$ cat src/rtl/button_debouncer.sv
// rtl/button_debouncer.sv - per-channel synchronising push-button debouncer
//
// Purpose:
//   Synchronises each raw button line with two flops, then accepts a level
//   change only after the synchronised value has differed from the accepted
//   level for DEBOUNCE_CYCLES consecutive cycles. Each accepted 0->1 change
//   produces a one-cycle press_pulse. Any bounce back to the accepted level
//   restarts the count.
//
// Optional feature:
//   DEBOUNCER_RELEASE_PULSE_EN - when defined, adds the release_pulse port,
//   which pulses one cycle on each accepted 1->0 change.
//
// Ports:
//   clk            system clock
//   input_rst      synchronous active-high reset
//   buttons_raw    raw asynchronous button lines, 1 = pressed
//   btn_level      debounced (accepted) level per button
//   press_pulse    one-cycle pulse per accepted press
//   release_pulse  one-cycle pulse per accepted release (optional)

module button_debouncer #(
  parameter int N_BUTTONS       = 3,
  parameter int DEBOUNCE_CYCLES = 1000000
) (
  input  logic                 clk,
  input  logic                 input_rst,
  input  logic [N_BUTTONS-1:0] buttons_raw,
  output logic [N_BUTTONS-1:0] btn_level,
  output logic [N_BUTTONS-1:0] press_pulse
`ifdef DEBOUNCER_RELEASE_PULSE_EN
  ,
  output logic [N_BUTTONS-1:0] release_pulse
`endif
);

  localparam int             CW      = $clog2(DEBOUNCE_CYCLES);
  localparam logic [CW-1:0]  CNT_MAX = CW'(DEBOUNCE_CYCLES - 1);

  logic [N_BUTTONS-1:0] sync1_q,  sync1_d;
  logic [N_BUTTONS-1:0] sync2_q,  sync2_d;
  logic [N_BUTTONS-1:0] stable_q, stable_d;
  logic [N_BUTTONS-1:0] press_q,  press_d;
  logic [CW-1:0]        cnt_q [N_BUTTONS];
  logic [CW-1:0]        cnt_d [N_BUTTONS];
`ifdef DEBOUNCER_RELEASE_PULSE_EN
  logic [N_BUTTONS-1:0] release_q, release_d;
`endif

  always_comb begin
    sync1_d  = buttons_raw;
    sync2_d  = sync1_q;
    stable_d = stable_q;
    press_d  = '0;
`ifdef DEBOUNCER_RELEASE_PULSE_EN
    release_d = '0;
`endif
    for (int i = 0; i < N_BUTTONS; i++) begin
      // Count is cleared whenever the synchronised line agrees with the
      // accepted level, so a bounce always restarts the stability window.
      cnt_d[i] = '0;
      if (sync2_q[i] != stable_q[i]) begin
        if (cnt_q[i] == CNT_MAX) begin
          // Accept point: flip the level and fire the matching pulse in the
          // same edge so both become visible together. Count returns to 0,
          // which is why it can never wrap.
          stable_d[i] = sync2_q[i];
          press_d[i]  = sync2_q[i];
`ifdef DEBOUNCER_RELEASE_PULSE_EN
          release_d[i] = ~sync2_q[i];
`endif
        end else begin
          cnt_d[i] = cnt_q[i] + CW'(1);
        end
      end
    end
  end

  always_ff @(posedge clk) begin
    if (input_rst) begin
      sync1_q  <= '0;
      sync2_q  <= '0;
      stable_q <= '0;
      press_q  <= '0;
`ifdef DEBOUNCER_RELEASE_PULSE_EN
      release_q <= '0;
`endif
      for (int i = 0; i < N_BUTTONS; i++) begin
        cnt_q[i] <= '0;
      end
    end else begin
      sync1_q  <= sync1_d;
      sync2_q  <= sync2_d;
      stable_q <= stable_d;
      press_q  <= press_d;
`ifdef DEBOUNCER_RELEASE_PULSE_EN
      release_q <= release_d;
`endif
      for (int i = 0; i < N_BUTTONS; i++) begin
        cnt_q[i] <= cnt_d[i];
      end
    end
  end

  assign btn_level   = stable_q;
  assign press_pulse = press_q;
`ifdef DEBOUNCER_RELEASE_PULSE_EN
  assign release_pulse = release_q;
`endif

endmodule

$ cat config.mk
export PLATFORM = sky130hd
export DESIGN_NAME = button_debouncer
export DESIGN_NICKNAME = d
export VERILOG_FILES = /design/src/rtl/button_debouncer.sv
export SDC_FILE = /design/constraint.sdc
export NUM_CORES = 1
export LEC_CHECK = 0
export CORE_MARGIN = 1
export CORE_UTILIZATION = 40
export DETAILED_ROUTE_END_ITERATION = 12
export PLACE_DENSITY = 0.52
export SLEW_MARGIN = 20
export SYNTH_ARGS = -nofsm -noshare
export SYNTH_HDL_FRONTEND = slang
export SYNTH_SLANG_ARGS = --single-unit
export TNS_END_PERCENT = 100
$ cat constraint.sdc
create_clock -name clk -period 2.25 [get_ports clk]
set_input_delay 0.45 -clock clk [delete_from_list [all_inputs] [get_ports clk]]
set_output_delay 0.45 -clock clk [all_outputs]
set_load 0.01 [all_outputs]
==> reports/results.env <==
RESULT_OF_THE_RUN='complete, no violations'
DIE_AREA_MM2=0.00824
FINAL_UTIL_PCT=48.1
CRITPATHBUFINV=1
NUM_VIAS=2590
GRT_MAX_DEGREE=20
YS_SEQ_ELEMENTS=72
FINALNONFILLERCELLS=492
WORST_R2R_PATH_DEPTH=5
POWER.DENSITY_mW_PER_MM2=711
DRIVE_ABOVE_1_SHARE_PCT=9.23
CLOCK_SINK_COUNT=72
DIE_HEIGHT_UM=90.8
FINALSETUPVIOLCOUNT=0
TIMING_WORST_SETUP_PATH_TYPE='reg -> reg'
SLEW_VIOLATIONS=0
MAXCAPVIOLATIONS=0
CTS.REPAIR_TIMING.SETUP_BUFFER_COUNT=0
TIMING.CRITICAL_PATH.FROM_TYPE='register'
CRITICAL_PATH.MAX_STAGE_DELAY_NS=0.57
FINAL_NETS=394
PLACE_CONGESTION=0.827
SLEW_HEADROOM_PCT=70.2
GLOBALROUTE.TOTALOVERFLOW=0
SYNTHESIS.INSTANCES=360
CLOCK_POWER_SHARE_PCT=49.8
COREAREA_MM2=0.00769
POST-SYNTH-TOP-AREA-FRACTION_PCT=45.7
CRITPATHCAPTURETYPE='register'
DRT_ITER0_DRC=141
AVGVIACOUNTPERCELL=5.26
PORT_BUFFERS=10
INITIAL_CORE_UTIL_PCT=41.0
DRT.ANTENNA.VIOLATING_NETS=0
ASYNC_RESET_FF_SHARE_PCT=0
NETSWITCHINGFRACTION_PCT=18.7
POST_SYNTH.CELL_AREA_AVG_UM2=8.76
FP-ROW-COUNT=32
FINALSETUPTNS_NS=0
WORST_SKEW_PAIR.LATE_LATENCY_NS=0.33
YS_TOP_CELLS_BY_AREA='sky130_fd_sc_hd__dfxtp_1 46%, sky130_fd_sc_hd__xnor2_1 7.2%, sky130_fd_sc_hd__nor2_1 5.7%'
SYNTH-EDFF-COUNT=0
WHS_ENDPOINT='sync2_q[1]'
PERIOD_SHARE_PCT=92.0
CTS.PATH.MAX_BUFFERS=2
HOLD-WORST-SLACK_NS=0.438
CLOCK_TREE.ROOT_CELL='sky130_fd_sc_hd__clkbuf_8'
CP.REQUIRED_NS=2.47
DP_HPWL_MM=4.47
CTS.CLK_SLEW.WORST_PATHS_NS=0.07
ROUTED_WIRE_LENGTH_PER_INSTANCE_UM=12.7
CLOCK_SKEW_NS=0.00954
POST-ROUTE-WORST-SETUP-SLACK_NS=0.179
AREA_OF_COMBINATIONAL_CELLS_WITH_MULTIPLE_INPUTS_MM2=0.00164
FIRST_GLOBAL_VIAS=2312
PLACED_CELLS_INCL_TAPS=477
LAYOUT.FILLER_CELLS=760
MOST-COMMON-LAYOUT-CELLS='72 x sky130_fd_sc_hd__dfxtp_1, 48 x sky130_fd_sc_hd__nor2_1, 26 x sky130_fd_sc_hd__xnor2_1, 24 x sky130_fd_sc_hd__nand3_1, 21 x sky130_fd_sc_hd__a21oi_1'
FIRST_PASS_GRT_WIRE_LENGTH_MM=10.7
WIRELENGTH_MM=6.24
POST-PLACE-WS_NS=0.199
YS_DOMINANT_REG_CELL='sky130_fd_sc_hd__dfxtp_1'
CLOCK.FMAX_GHz=0.483
SETUP_REPAIR_AFTER_GLOBAL_ROUTING_MISSED_ITS_MARGIN='no'
PATH_MAX_FANOUT=7
CLOCK_TREE.HTREE_LEVEL_COUNT=3
CTS_TREE='done'
POST-ROUTE-MIN-PERIOD_NS=2.07
DIE-WIDTH_UM=90.8
SYNTH_FP_NETS=368
INSERTEDDIODECOUNT=0
FLOORPLAN.IO_PINS=11
VDD_DROP_MAX_mV=0.286
SYNTH_TOP_AREA_CELL='sky130_fd_sc_hd__dfxtp_1'
AREA_GROWTH_SYN_TO_LAYOUT_PCT=17.2
WORST-R2R-SETUP-SLACK_NS=0.18
REGISTER_AREA_MM2=0.00144
MIN_DELAY_PATH_DEPTH=1
GRT_USE_TOTAL_PCT=16.2
CTS_HOLD_BUF=0
SEQ_POWER_SHARE_PCT=48.8
CRIT_SLOWEST_CELL='sky130_fd_sc_hd__or4_4'
SYNTH.YOSYS.WARNINGS=0
INTERNAL_POWER_uW=2140
ANTENNA_FOUND_INITIAL=0
POWER.COMBINATIONAL.FRACTION_PCT=1.4
HP-CLASS='reg -> reg'
MIN-DELAY-START='sync1_q[1]'
LEAKAGE_POWER_TOTAL_uW=0.00110
TOTAL_SWITCHING_POWER_uW=492
SYN_AREA_MM2=0.00315
SYNTH.YOSYS.SEQ_AREA_SHARE_PCT=45.7
LAYOUT_COMMONEST_CELL='sky130_fd_sc_hd__dfxtp_1'
ARRIVAL_NS=2.29
REGTOREGENDPOINT='cnt_q[0][4]'
DRC=0
DRTPASS1ITERATIONS=4
TIMING.FINAL.HOLD_VIOLATIONS=0
CRIT_FAMILY='simple AND/OR/NAND/NOR gates'
CRIT_CHAIN='or4b_1 -> or4_4 -> o21ai_4 -> buf_4 -> nor2_1'
CTS_RESIZES=0
MAX_SLEW.WORST_PIN.SLEW_NS=0.446
CTS-BUFFERS-INSERTED=9
REG2REG_FROM='cnt_q[0][12]'
YS_TYPES=38
-- registers in the layout (all words and copies together) (netlist names) --
| name | cells |
|---|---|
| btn_level | 3 |
| sync1_q | 3 |
| cnt_q | 60 |
| sync2_q | 3 |
| press_pulse | 3 |
-- synthesized netlist by cell type, drive strengths merged (7+ instances only) --
cell type and count:
a21oi 21, and3 7, dfxtp 72, inv 9
nand2 19, nand3 24, nand4 15, nor2 48
nor3 8, nor4 9, o21ai 17, or3 15
or4 10, xnor2 26, xor2 12
-- per-stage QoR --
step,total power [µW],area (µm²)
3_5_place_dp,1350,3440
3_3_place_gp,1350,3440
2_1_floorplan,1330,3150
5_1_grt,2730,3700
4_1_cts,2680,3700
6_report,2630,3700
-- power groups by stage --
stage	Combinational, µW	Sequential (µW)	Clock, µW
floorplan	17.6	1310	0
global placement	36.6	1310	0
detailed placement	36.7	1310	0
CTS	36.9	1280	1360
global route	41.2	1280	1400
finish	36.6	1280	1310
-- worst max-delay path by stage --
stage | slack, ns | cells after the start | startpoint | end
floorplan | 0.31 | 5 | cnt_q[0][11] | cnt_q[0][11]
detailed placement | 0.20 | 5 | cnt_q[0][12] | cnt_q[0][4]
finish | 0.18 | 5 | cnt_q[0][12] | cnt_q[0][4]
CTS | 0.18 | 5 | cnt_q[0][12] | cnt_q[0][14]
global placement | 0.23 | 5 | cnt_q[0][11] | cnt_q[0][10]
global route | 0.09 | 5 | cnt_q[0][11] | cnt_q[0][14]
-- layout make-up --
type / instances / share of cell area [%]
repair buffers: 23 / 5.35
flip-flops and latches: 72 / 39.0
multi-input cells: 271 / 44.4
clock buffers: 9 / 3.35
inverters: 9 / 0.914
clock inverters: 6 / 3.59
well taps: 102 / 3.45
-- worst reg2reg max path, delay by kind of cell (launching register included) --
kind | cells | cell delay, ns
flops | 1 | 0.35
compound gates | 1 | 0.24
buf+inv | 1 | 0.20
simple gates | 3 | 1.18
-- cell families after synthesis --
logic type | after synthesis | share of synthesized area (%)
AOI/OAI and AO/OA | 47 | 8.69
xor gates and xnor gates | 38 | 10.6
adders and majority gates | 3 | 1.19
buffers and inverters | 17 | 2.30
DFF | 72 | 45.7
and+or+nand+nor | 183 | 31.6
-- routing by layer --
layer  part of all wire, %  vias to the layer above  global-route usage, %
li1                      -                     1343                      -
met1                    51                     1211                   22.3
met2                    45                       27                   24.5
met3                   2.3                        9                   2.78
met4                   1.8                        0                   7.94
met5                     0                        -                      0
No activity file was read; power rests on OpenSTA's default activity.
